`src/rtl/hd44780_bus_writer.sv`:
```
// rtl/hd44780_bus_writer.sv - HD44780 write-only bus cycle generator timed by divided-clock ticks
// Optional feature macro: HD44780_FOUR_BIT_EN (4-bit bus, two E pulses per byte)
module hd44780_bus_writer #(
    parameter int SETUP_TICKS      = 1,
    parameter int E_HIGH_TICKS     = 2,
    parameter int HOLD_TICKS       = 1,
    parameter int NIBBLE_GAP_TICKS = 1,
    parameter int CMD_WAIT_TICKS   = 40,
    parameter int LONG_WAIT_TICKS  = 1640
) (
    input  logic       clk,
    input  logic       rst,
    input  logic       tick_clk,
    input  logic       wr_valid,
    input  logic       wr_rs,
    input  logic [7:0] wr_data,
    output logic       wr_ready,
    output logic       busy,
    output logic       lcd_e,
    output logic       lcd_rs,
    output logic       lcd_rw,
    output logic [7:0] lcd_db
);
    localparam int MAX_WAIT = (LONG_WAIT_TICKS > CMD_WAIT_TICKS) ? LONG_WAIT_TICKS : CMD_WAIT_TICKS;
    localparam int CW       = $clog2(MAX_WAIT + 1);

    typedef enum logic [2:0] {
        S_IDLE,
        S_SETUP,
        S_EHIGH,
        S_HOLD,
`ifdef HD44780_FOUR_BIT_EN
        S_GAP,
`endif
        S_WAIT
    } state_t;

    state_t        state_q, state_d;
    logic [CW-1:0] cnt_q, cnt_d;
    logic          rs_q, rs_d;
    logic [7:0]    data_q, data_d;
    logic          lcd_e_q, lcd_e_d;
    logic          lcd_rs_q, lcd_rs_d;
    logic [7:0]    lcd_db_q, lcd_db_d;
    logic          wr_ready_q, wr_ready_d;
    logic          sync1_q, sync2_q, sync3_q;
    logic          sync1_d, sync2_d, sync3_d;
    logic          tick;
    logic          long_wait;
`ifdef HD44780_FOUR_BIT_EN
    logic          nib_q, nib_d;
`endif

    assign sync1_d   = tick_clk;
    assign sync2_d   = sync1_q;
    assign sync3_d   = sync2_q;
    assign tick      = sync2_q & ~sync3_q;
    // Clear display / return home need the long execution wait
    assign long_wait = ~rs_q && ((data_q == 8'h01) || (data_q == 8'h02));

    always_comb begin
        state_d  = state_q;
        cnt_d    = cnt_q;
        rs_d     = rs_q;
        data_d   = data_q;
        lcd_e_d  = lcd_e_q;
        lcd_rs_d = lcd_rs_q;
        lcd_db_d = lcd_db_q;
`ifdef HD44780_FOUR_BIT_EN
        nib_d    = nib_q;
`endif
        case (state_q)
            S_IDLE: begin
                if (wr_valid && wr_ready_q) begin
                    rs_d     = wr_rs;
                    data_d   = wr_data;
                    lcd_rs_d = wr_rs;
`ifdef HD44780_FOUR_BIT_EN
                    lcd_db_d = {wr_data[7:4], 4'h0};
                    nib_d    = 1'b0;
`else
                    lcd_db_d = wr_data;
`endif
                    cnt_d    = CW'(SETUP_TICKS);
                    state_d  = S_SETUP;
                end
            end
            default: begin
                // Entry edge always loads the count, so a tick coinciding with entry is ignored
                if (tick) begin
                    if (cnt_q != CW'(1)) begin
                        cnt_d = cnt_q - CW'(1);
                    end else begin
                        case (state_q)
                            S_SETUP: begin
                                lcd_e_d = 1'b1;
                                cnt_d   = CW'(E_HIGH_TICKS);
                                state_d = S_EHIGH;
                            end
                            S_EHIGH: begin
                                lcd_e_d = 1'b0;
                                cnt_d   = CW'(HOLD_TICKS);
                                state_d = S_HOLD;
                            end
                            S_HOLD: begin
`ifdef HD44780_FOUR_BIT_EN
                                if (!nib_q) begin
                                    cnt_d   = CW'(NIBBLE_GAP_TICKS);
                                    state_d = S_GAP;
                                end else begin
                                    cnt_d   = long_wait ? CW'(LONG_WAIT_TICKS) : CW'(CMD_WAIT_TICKS);
                                    state_d = S_WAIT;
                                end
`else
                                cnt_d   = long_wait ? CW'(LONG_WAIT_TICKS) : CW'(CMD_WAIT_TICKS);
                                state_d = S_WAIT;
`endif
                            end
`ifdef HD44780_FOUR_BIT_EN
                            S_GAP: begin
                                nib_d    = 1'b1;
                                lcd_db_d = {data_q[3:0], 4'h0};
                                cnt_d    = CW'(SETUP_TICKS);
                                state_d  = S_SETUP;
                            end
`endif
                            default: begin
                                state_d = S_IDLE;
                            end
                        endcase
                    end
                end
            end
        endcase
        wr_ready_d = (state_d == S_IDLE);
    end

    always_ff @(posedge clk or negedge rst) begin
        if (!rst) begin
            state_q    <= S_IDLE;
            cnt_q      <= '0;
            rs_q       <= 1'b0;
            data_q     <= 8'h00;
            lcd_e_q    <= 1'b0;
            lcd_rs_q   <= 1'b0;
            lcd_db_q   <= 8'h00;
            wr_ready_q <= 1'b1;
            sync1_q    <= 1'b0;
            sync2_q    <= 1'b0;
            sync3_q    <= 1'b0;
`ifdef HD44780_FOUR_BIT_EN
            nib_q      <= 1'b0;
`endif
        end else begin
            state_q    <= state_d;
            cnt_q      <= cnt_d;
            rs_q       <= rs_d;
            data_q     <= data_d;
            lcd_e_q    <= lcd_e_d;
            lcd_rs_q   <= lcd_rs_d;
            lcd_db_q   <= lcd_db_d;
            wr_ready_q <= wr_ready_d;
            sync1_q    <= sync1_d;
            sync2_q    <= sync2_d;
            sync3_q    <= sync3_d;
`ifdef HD44780_FOUR_BIT_EN
            nib_q      <= nib_d;
`endif
        end
    end

    assign wr_ready = wr_ready_q;
    assign busy     = ~wr_ready_q;
    assign lcd_e    = lcd_e_q;
    assign lcd_rs   = lcd_rs_q;
    assign lcd_rw   = 1'b0;
    assign lcd_db   = lcd_db_q;
endmodule

```
`config.mk`:
```
export PLATFORM = sky130hd
export DESIGN_NAME = hd44780_bus_writer
export DESIGN_NICKNAME = d
export VERILOG_FILES = /design/src/rtl/hd44780_bus_writer.sv
export SDC_FILE = /design/constraint.sdc
export NUM_CORES = 1
export LEC_CHECK = 0
export CAP_MARGIN = 10
export CELL_PAD_IN_SITES_DETAIL_PLACEMENT = 1
export CELL_PAD_IN_SITES_GLOBAL_PLACEMENT = 2
export CORE_ASPECT_RATIO = 0.9
export CORE_MARGIN = 4
export CORE_UTILIZATION = 35
export CTS_CLUSTER_DIAMETER = 100
export CTS_CLUSTER_SIZE = 10
export DETAILED_ROUTE_END_ITERATION = 8
export PLACE_DENSITY = 0.83
export SLEW_MARGIN = 20
export SYNTH_ARGS = -nofsm -noshare
export SYNTH_HDL_FRONTEND = slang
export SYNTH_SLANG_ARGS = --single-unit
```
`constraint.sdc`:
```
create_clock -name clk -period 5.4 [get_ports clk]
set_clock_uncertainty 0.2 [all_clocks]
set_input_delay 0.54 -clock clk [delete_from_list [all_inputs] [get_ports clk]]
set_output_delay 0.54 -clock clk [all_outputs]
set_load 0.01 [all_outputs]
```
### Word level (Yosys, flattened, before mapping)

Cells that the tools add are included.

* output and inout port bits: 13
* register bits after elaboration: 28
* word-level logic and storage cells: 46
* input port bits: 13
* memories kept: 0
* latch bits: 0
* ROM bits: 0
* RAM bits: 0

* multiply operators: 0
* mux-type cells: 12
* shift operators: 0
* divide/modulo/power cells: 0
* $lt $le $gt $ge: 0
* $add $sub $neg: 1
* bitwise gates (word level): 6
* eq/ne operators: 7
* reductions and logical operators: 11

Operators by type and width (count)
* 2-to-1 mux 11 bit: 5
* case mux 11 bit (3 select lines): 1
* 2-to-1 mux 3 bit: 4
* inequality test 11 x 1 -> 1 bit, second input constant: 1
* subtractor 11 x 1 -> 11 bit, second input constant: 1
* case mux 3 bit (3 select lines): 1
* equality test 8 x 1 -> 1 bit, second input constant: 1
* equality test 8 x 2 -> 1 bit, second input constant: 1
* equality test 3 x 2 -> 1 bit, second input constant: 2
* zero test 3 bit: 2
* inverter 1 bit: 5
* nonzero test 5 bit: 1
* AND reduction 4 bit: 1
* nonzero test 2 bit: 2
* equality test 3 x 1 -> 1 bit, second input constant: 1
* AND reduction 3 bit: 1
* logical AND 1 bit: 2
* inequality test 2 bit, second input constant: 1
* case mux 1 bit (2 select lines): 1
* AND reduction 2 bit: 1
* bitwise AND 1 bit: 1
* logical OR 1 bit: 1

### Longest topological paths before layout

Gate-level depths: netlist of run 1.

* word-level depth: 8
* mapped depth: 8
* gate-level depth less buffers: 6

### Least setup slack after synthesis of run 1

Ideal clock, no wire load.

* path kind: register -> register
* start point: register cnt_q[4]
* end point: register cnt_q[1]
* stages on the path, launching flop included: 7
* arrival: 2.115 ns
* setup time: 0.125 ns
* slack: 2.960 ns
* path buffers: 2
* required time: 5.075 ns
* clock period less this slack: 2.440 ns
* cells stage by stage: dfrtp_1 > buf_6 > or4_4 > or4_4 > buf_6 > and2_4 > mux2_4

* longest elaborated chain between the ends: 4
* elaborated cells between the ends (all ways): 6
* those cells by class: 1 x eq/ne; 3 x mux; 2 x reduce/logical

Ends and longest elaborated chain
* from (decl): line 39 `logic [CW-1:0] cnt_q, cnt_d;`
* from (signal assigned): line 156 `cnt_q <= cnt_d;`
* inequality test 11 x 1 -> 1 bit (*): line 91 `if (cnt_q != CW'(1)) begin`
* 2-to-1 mux 11 bit: line 91
* 2-to-1 mux 11 bit: line 90 `if (tick) begin`
* 2-to-1 mux 11 bit: line 72 `case (state_q)`

Mark *: on every way between the ends. The rest lies on a longest branch, timed or not. The select of a mux whose other input is x is not followed.
A chain may end at the register's enable or synchronous reset.

### Final worst setup path of run 1

* start point: register state_q[0]
* end point: register cnt_q[4]

* longest elaborated chain between the ends: 5
* elaborated cells between the ends (all ways): 12
* those cells by class: 4 x eq/ne; 4 x mux; 4 x reduce/logical

Ends and longest elaborated chain
* from (decl): line 38 `state_t state_q, state_d;`
* from (signal assigned): line 155 `state_q <= state_d;`
* equality test 3 x 2 -> 1 bit / equality test 3 x 1 -> 1 bit (equally long branches): line 94 `case (state_q)`
* case mux 11 bit (3 select lines): line 94
* 2-to-1 mux 11 bit: line 91
* 2-to-1 mux 11 bit: line 90
* 2-to-1 mux 11 bit: line 72

Several ways; a longest one is shown, not always the timed one. The select of a mux whose other input is x is not followed.

==> summary.txt, run 1 <==
CTS root buffer -> clkbuf_8
CTS tree -> built
routed len/inst -> 17.8 um
initial antenna violation count -> 0
status -> finished, final reports clean
Syn-to-layout area delta -> 21.7%
drt first pass iters -> 4
fin. max-slew vios -> 0
RSZ-0062 raised after global routing -> false
clk slew on worst S/H paths -> 0.10 ns
Synth Area in Compound Gates -> 14.8%
GRT Util Overall -> 16.8%
Setup crit start kind -> register
Die X -> 78.6 um
dpl ws -> 2.67 ns
power per cell area -> 299 nW/um2
Setup TNS -> 0 ns
Ys Warns -> 0
synthesis-stage register bit count -> 28
FP Rows -> 22
most frequent cells in the layout -> nand2_1, dfrtp_1, clkdlybuf4s50_1
kind of critical path -> register to register
Tcrit/Tclk final -> 50.5%
most common cell after layout, fill and taps aside -> nand2_1
vias per inst -> 5.46
Tmin final -> 2.73 ns
ys async rst share -> 100%
final worst-path setup slack -> 2.67 ns
Synth Area in XOR/XNOR -> 1.67%
Net Count, Synth -> 184
Hold-fix buffers, CTS -> 0
Initial Utilization -> 37.3%
Simple-Gate Fraction of Synth Area -> 29.6%
clk sinks -> 28
core area -> 4210 um2
Syn Std Cell Area -> 1570 um2
Max Root-Sink Buffers -> 2
post-synthesis average cell area -> 9.30 um2
share of layout cells above drive strength 1 -> 10.1%
multiplexer share of the synthesized area -> 1.59%
maximum fanout along the worst path -> 10
Residual DRC -> 0
diodes inserted -> 0
GR peak layer -> met2
Filler Cell Count -> 478
M3 GR Usage -> 3.14%
DRT antenna net count -> 0
Multi-input gate area -> 778 um2
Final nets -> 205
Post-Syn Instances -> 169
Final Setup Violations -> 0
largest family of logic cells by synthesized area -> simple AND/OR/NAND/NOR gates
Max rail drop VDD -> 0.145 mV
GP Congestion -> 0.894
EDFF count, synth -> 0
Max Fclk -> 366 MHz
Inserted Clock Buffers -> 3
worst-margin pin slew -> 0.742 ns
Yosys cell types -> 54
hold crit path type -> register to register
die height -> 71.6 um
DRT Wirelength -> 4.43 mm
Arr. time, crit path -> 2.70 ns
met1 GRT Util -> 23.4%
die area -> 5630 um2
GR Util met2 -> 27.5%
Clock Latency Late Sink -> 0.29 ns
total vias in the final route -> 1360
fin util -> 45.4%
adder-cell area share of the yosys netlist -> 1.59%
post-synthesis sequential area ratio -> 44.7%
Critical Path RT -> 5.37 ns
Storage cell area -> 702 um2
post-CTS sizing -> 0
maxcap violations -> 0
Hold Fails Final Rpt -> 0
post-CTS setup buffer count -> 0
hpwl dp -> 3.38 mm
grt total ovfl -> 0
DRT iter0 DRCs -> 132
top_reg_cell synth -> dfrtp_1
CP Capture Type -> register
leakage -> 0.821 nW
first-pass GRT wire length -> 7.39 mm
Rel. slew slack -> 49.1%
CTS H-Tree Depth -> 1
number of global-route vias before repair -> 1385
PortBufs -> 24
largest net degree at the start of global routing -> 29
I/O pins -> 26
critical path: stages, from the launching register on:
cell     delay (ns)
dfrtp_1        0.50
nor3_2         0.48
mux2i_1        0.70
nand2_1        0.28
a221o_2        0.45
layout make-up:
class,count,area share [%]
inverters,10,1.96
clock buffers,3,2.16
clock inverters,1,1.57
multi-input cells,122,40.7
well taps,60,3.93
flip-flops and latches,28,36.7
repair buffers,25,13.0
path summary, 6_finish.rpt:
check / start / to / slack [ns] / cells after the start
setup / recovery: state_q[0]$_DFF_PN0_ / cnt_q[4]$_DFFE_PN0P_ / 2.67 / 4
hold / removal: sync1_q$_DFF_PN0_ / sync2_q$_DFF_PN0_ / 0.18 / 0
setup reg to reg: state_q[0]$_DFF_PN0_ / cnt_q[4]$_DFFE_PN0P_ / 2.67 / 4
max in group asynchronous: rst / wr_ready$_DFF_PN1_ / 4.26 / 2
hold reg to reg: sync1_q$_DFF_PN0_ / sync2_q$_DFF_PN0_ / 0.18 / 0
min in group asynchronous: rst / state_q[1]$_DFF_PN0_ / 0.44 / 2
metrics by stage:
stage / hold slack [ns] / cell area, um2 / instances / power (mW)
after global routing: 0.191 / 1910 / 249 / 0.603
after global placement: 0.144 / 1840 / 245 / 0.400
after floorplan: 0.0444 / 1570 / 169 / 0.360
after CTS: 0.181 / 1910 / 249 / 0.575
after detailed placement: 0.147 / 1840 / 245 / 0.405
final: 0.175 / 1910 / 249 / 0.572
synth_stat cells (all sizes together) (2+ instances only):
library cell / n / area, um2
nand2: 33 / 124
o211ai: 6 / 45.0
a32oi: 2 / 17.5
or2: 2 / 12.5
o31ai: 2 / 15.0
a31oi: 3 / 18.8
or3: 2 / 13.8
nand3: 8 / 40.0
nor3: 5 / 30.0
xor2: 2 / 17.5
buf: 4 / 35.0
a221o: 3 / 31.3
or3b: 2 / 17.5
nor2b: 4 / 25.0
o21ai: 2 / 10.0
nand4: 2 / 12.5
and4: 2 / 17.5
nor4: 5 / 31.3
dfrtp: 27 / 676
clkbuf: 5 / 18.8
or4: 3 / 30.0
a22o: 3 / 26.3
a21oi: 2 / 10.0
nor2: 5 / 18.8
ha: 2 / 25.0
inv: 10 / 37.5
and2: 2 / 16.3
nor4b: 2 / 17.5
metal layers:
metal | share of wire [%] | wire (um)
met4 | 0.66 | 29
met2 | 48 | 2110
met5 | 0 | 0
met3 | 2.3 | 103
met1 | 49 | 2180
registers in the layout, summed over array words and instances (netlist names):
name / flops
wr_ready: 1
state_q: 3
lcd_e: 1
sync2_q: 1
lcd_db: 8
sync3_q: 1
sync1_q: 1
cnt_q: 11
lcd_rs: 1
power by group:
group	switching (mW)	internal [mW]	total [mW]
Sequential	0.0477	0.233	0.281
Combinational	0.0597	0.0635	0.123
Clock	0.0686	0.0994	0.168
cells by family (layout without fill, tap and decap cells):
group	count (synthesis)	after routing
adder cells (fa/ha/maj)	2	2
other	1	1
buffers and inverters	19	39
XOR/XNOR	3	3
AND/OR/NAND/NOR	84	84
AO/OA/AOI/OAI	30	30
multiplexers	2	2
flip-flops	28	28
Note: power is estimated with default switching activity, not from simulation.
==> run 2: changes to the inputs <==
--- a/config.mk
+++ b/config.mk
@@ -10,11 +10,11 @@
 export CELL_PAD_IN_SITES_GLOBAL_PLACEMENT = 2
 export CORE_ASPECT_RATIO = 0.9
 export CORE_MARGIN = 4
-export CORE_UTILIZATION = 35
+export CORE_UTILIZATION = 32
 export CTS_CLUSTER_DIAMETER = 100
 export CTS_CLUSTER_SIZE = 10
 export DETAILED_ROUTE_END_ITERATION = 8
-export PLACE_DENSITY = 0.83
+export PLACE_DENSITY = 0.77
 export SLEW_MARGIN = 20
 export SYNTH_ARGS = -nofsm -noshare
 export SYNTH_HDL_FRONTEND = slang
==> constraint.sdc (replaced) <==
create_clock -name clk -period 2.8 [get_ports clk]
set_clock_uncertainty 0.2 [all_clocks]
set_input_delay 0.28 -clock clk [delete_from_list [all_inputs] [get_ports clk]]
set_output_delay 0.28 -clock clk [all_outputs]
set_load 0.01 [all_outputs]
==> run 2 against run 1 <==
Net effect: maximum frequency rose by 10%; sequential share of layout area barely moved; global-route usage rose by 0.26 points; clock power rose by 40%; highest routed layer unchanged.
==> summary.txt, run 2 (synthesis gave the netlist of run 1 again) <==
hpwl dp -> 3.43 mm
status -> finished, final reports clean
Rel. slew slack -> 57.9%
CTS tree -> built
die area -> 6100 um2
first-pass GRT wire length -> 7.95 mm
Final nets -> 208
Setup crit start kind -> register
clk slew on worst S/H paths -> 0.10 ns
diodes inserted -> 0
maximum fanout along the worst path -> 9
most common cell after layout, fill and taps aside -> nand2_1
post-route insts no fill -> 254
met1 GRT Util -> 21.8%
GRT Util Overall -> 17.0%
Initial Utilization -> 34.1%
CP Capture Type -> register
Critical Path, Cell by Cell -> or4_4, or4_4, and2_4, mux2_4
CTS root buffer -> clkbuf_8
power per cell area -> 527 nW/um2
share of layout cells above drive strength 1 -> 10.9%
clk sinks -> 28
M3 GR Usage -> 4.12%
DRT antenna net count -> 0
Residual DRC -> 0
grt total ovfl -> 0
Hold Fails Final Rpt -> 0
core area -> 4600 um2
Inserted Clock Buffers -> 3
fin. max-slew vios -> 0
Inst Count DP -> 250
die height -> 74.5 um
fin util -> 41.5%
Tcrit/Tclk final -> 88.3%
largest net degree at the start of global routing -> 29
total vias in the final route -> 1394
I/O pins -> 26
CP bufs+invs -> 0
post-CTS sizing -> 0
CP max stage delay -> 0.59 ns
final worst-path setup slack -> 0.328 ns
Pwr Total -> 1.01 mW
routed len/inst -> 17.9 um
Max rail drop VDD -> 0.167 mV
initial antenna violation count -> 0
Max Fclk -> 404 MHz
GR Util met2 -> 29.1%
final instance area -> 1910 um2
Max Root-Sink Buffers -> 2
Setup TNS -> 0 ns
Syn-to-layout area delta -> 21.6%
dpl ws -> 0.355 ns
Die X -> 81.9 um
Tmin final -> 2.47 ns
PortBufs -> 24
hold crit path type -> primary input to async pin
leakage -> 0.824 nW
Worst path top cell family by delay -> simple AND/OR/NAND/NOR gates
DRT iter0 DRCs -> 93
RSZ-0062 raised after global routing -> false
Placed Area -> 1870 um2
worst-margin pin slew -> 0.630 ns
Worst path slowest cell -> or4_4
most frequent cells in the layout -> nand2_1, dfrtp_1, clkdlybuf4s50_1
Arr. time, crit path -> 2.45 ns
post-CTS setup buffer count -> 0
maxcap violations -> 0
Crit path top cell by count -> or4_4
number of global-route vias before repair -> 1588
kind of critical path -> register to register
Clock Latency Late Sink -> 0.28 ns
hold slack -> 0.159 ns
Hold-fix buffers, CTS -> 0
FP Rows -> 23
vias per inst -> 5.49
CTS H-Tree Depth -> 1
Final Setup Violations -> 0
DRT Wirelength -> 4.55 mm
drt first pass iters -> 4
Critical Path RT -> 2.77 ns
GR peak layer -> met2
GP Congestion -> 0.850
max FFs per register -> 11
Top reg by flops -> cnt_q
## run 2: changes by cell type in the layout (fill, tap and decap cells not counted)
cell	change
clkbuf_1	+1
bufinv_16	-1
buf_4	+3
## run 2: layout make-up
class	instances	area, um2
Clock buffer	4	45.0
Fill cell	552	2690
Inverter	10	37.5
Multi-Input combinational cell	122	778
Sequential cell	28	702
Tap cell	62	77.6
Timing Repair Buffer	28	270
## run 2: routing by layer
| metal | routed length (um) | share of wire [%] |
|---|---|---|
| met4 | 74 | 1.6 |
| met5 | 0 | 0 |
| met2 | 2320 | 51 |
| met3 | 147 | 3.2 |
| met1 | 2010 | 44 |
## run 2: worst paths after layout
kind	start	endpoint	slack (ns)	cells past startpoint
max	cnt_q[4]$_DFFE_PN0P_	cnt_q[1]$_DFFE_PN0P_	0.33	4
min	rst	sync3_q$_DFF_PN0_	0.16	2
max reg2reg	cnt_q[4]$_DFFE_PN0P_	cnt_q[1]$_DFFE_PN0P_	0.33	4
min reg2reg	sync1_q$_DFF_PN0_	sync2_q$_DFF_PN0_	0.17	0
max in group asynchronous	rst	wr_ready$_DFF_PN1_	1.92	2
min in group clk	sync1_q$_DFF_PN0_	sync2_q$_DFF_PN0_	0.17	0
## run 2: report_power, final
part | internal [mW] | switching, mW | total (mW)
logic | 0.124 | 0.114 | 0.237
registers | 0.450 | 0.0834 | 0.534
clock network | 0.103 | 0.133 | 0.236
==> run 3: changes to the inputs <==
--- a/config.mk
+++ b/config.mk
@@ -15,6 +15,7 @@
 export CTS_CLUSTER_SIZE = 10
 export DETAILED_ROUTE_END_ITERATION = 8
 export PLACE_DENSITY = 0.77
+export REMOVE_ABC_BUFFERS = 1
 export SLEW_MARGIN = 20
 export SYNTH_ARGS = -nofsm -noshare
 export SYNTH_HDL_FRONTEND = slang
==> run 3 against run 2 <==
Net effect: wire length down 2.0%; critical path depth increased by 3; clock-buffer cell count stayed put; maximum frequency shrank 0.25%; die area is the same; register-to-register slack about the same; largest cell class unchanged.
==> summary.txt, run 3 (synthesis gave the netlist of run 1 again) <==
maxcap violations -> 0
GP Congestion -> 0.843
vias per inst -> 5.44
Rel. slew slack -> 56.6%
grt total ovfl -> 0
core area -> 4600 um2
power per cell area -> 528 nW/um2
DRT antenna net count -> 0
Die X -> 81.9 um
Sw Pwr -> 324 uW
Arr. time, crit path -> 2.45 ns
Initial Utilization -> 34.1%
worst-margin pin slew -> 0.648 ns
RSZ-0062 raised after global routing -> false
fin. max-slew vios -> 0
Syn-to-layout area delta -> 23.6%
PortBufs -> 24
clock power share -> 25.2%
Tcrit/Tclk final -> 88.5%
CP max stage delay -> 0.47 ns
Inst Count DP -> 253
Hold-fix buffers, CTS -> 0
hold slack -> 0.164 ns
sequential group share of total power -> 52.0%
post-route insts no fill -> 257
DRT Wirelength -> 4.46 mm
Hold Fails Final Rpt -> 0
final worst-path setup slack -> 0.322 ns
CTS root buffer -> clkbuf_8
hold crit path type -> register to register
Net Sw Frac -> 31.6%
CTS H-Tree Depth -> 1
post-CTS sizing -> 0
first-pass GRT wire length -> 7.76 mm
number of global-route vias before repair -> 1487
Setup TNS -> 0 ns
initial antenna violation count -> 0
drt first pass iters -> 4
Tmin final -> 2.48 ns
share of layout cells above drive strength 1 -> 12.8%
maximum fanout along the worst path -> 9
I/O pins -> 26
Final Setup Violations -> 0
Placed Area -> 1890 um2
status -> finished, final reports clean
Final nets -> 211
Max rail drop VDD -> 0.256 mV
most frequent cells in the layout -> nand2_1, dfrtp_1, clkdlybuf4s50_1
routed len/inst -> 17.3 um
largest net degree at the start of global routing -> 29
kind of critical path -> register to register
GRT Util Overall -> 16.5%
most common cell after layout, fill and taps aside -> nand2_1
clk slew on worst S/H paths -> 0.10 ns
diodes inserted -> 0
max FFs per register -> 11
die area -> 6100 um2
CP Capture Type -> register
Critical Path RT -> 2.77 ns
hpwl dp -> 3.41 mm
final instance area -> 1940 um2
Worst path slowest cell -> nor4b_1
dpl ws -> 0.339 ns
Residual DRC -> 0
Inserted Clock Buffers -> 3
CTS tree -> built
Max Root-Sink Buffers -> 2
Comb pwr share -> 22.8%
FP Rows -> 23
Setup crit start kind -> register
die height -> 74.5 um
total vias in the final route -> 1399
Max Fclk -> 403 MHz
leakage -> 0.846 nW
clk sinks -> 28
Critical Path, Cell by Cell -> inv_1, ha_1, nor4b_1, and4_1, buf_4, o211ai_1, a22o_1
Top reg by flops -> cnt_q
Clock Latency Late Sink -> 0.28 ns
DRT iter0 DRCs -> 71
post-CTS setup buffer count -> 0
Internal Power -> 701 uW
Filler Cell Count -> 543
[run 3: power by group through the flow]
stage                     combinational, mW  sequential (mW)  clock (mW)
after floorplan                       0.166            0.512           0
after global placement                0.229            0.533           0
after detailed placement              0.234            0.539           0
after CTS                             0.237            0.532       0.266
after global routing                  0.268            0.545       0.288
final                                 0.234            0.533       0.258
[run 3: worst paths after layout]
check / start / to / slack, ns / cells after the start
max reg2reg: cnt_q[1]$_DFFE_PN0P_ / state_q[1]$_DFF_PN0_ / 0.32 / 7
max in group asynchronous: rst / wr_ready$_DFF_PN1_ / 1.90 / 2
min: sync1_q$_DFF_PN0_ / sync2_q$_DFF_PN0_ / 0.16 / 0
min reg2reg: sync1_q$_DFF_PN0_ / sync2_q$_DFF_PN0_ / 0.16 / 0
max: cnt_q[1]$_DFFE_PN0P_ / state_q[1]$_DFF_PN0_ / 0.32 / 7
min in group asynchronous: rst / lcd_db[4]$_DFFE_PN0P_ / 0.17 / 2
[run 3: through the flow]
stage	total power, mW	util [%]
floorplan	0.678	-
finish	1.03	42.2
CTS	1.03	42.2
detailed placement	0.774	41.0
global placement	0.762	41.0
global route	1.10	42.2
[run 3: critical path: cells and delay by family, from the launching register on]
kind | cells | cell delay, ns
compound gates | 2 | 0.34
fa+ha+maj | 1 | 0.18
buf+inv | 2 | 0.32
flops | 1 | 0.42
simple gates | 2 | 0.92
[run 3: per-layer routing]
layer / track usage (%) / vias up / part of all wire [%]
met5: 0 / - / 0
met4: 2.21 / 0 / 0.61
met3: 2.91 / 4 / 3.6
met2: 26.7 / 26 / 46
met1: 23.6 / 705 / 49
li1: - / 664 / -
[run 3: area by class of cell]
class	count	area [um2]	share of cell area, %
inverter	10	37.5	1.93
clock buffer	4	55.1	2.83
multi-input combinational	122	778	40.1
timing repair buffer	31	293	15.1
tap	62	77.6	3.99
sequential	28	702	36.1
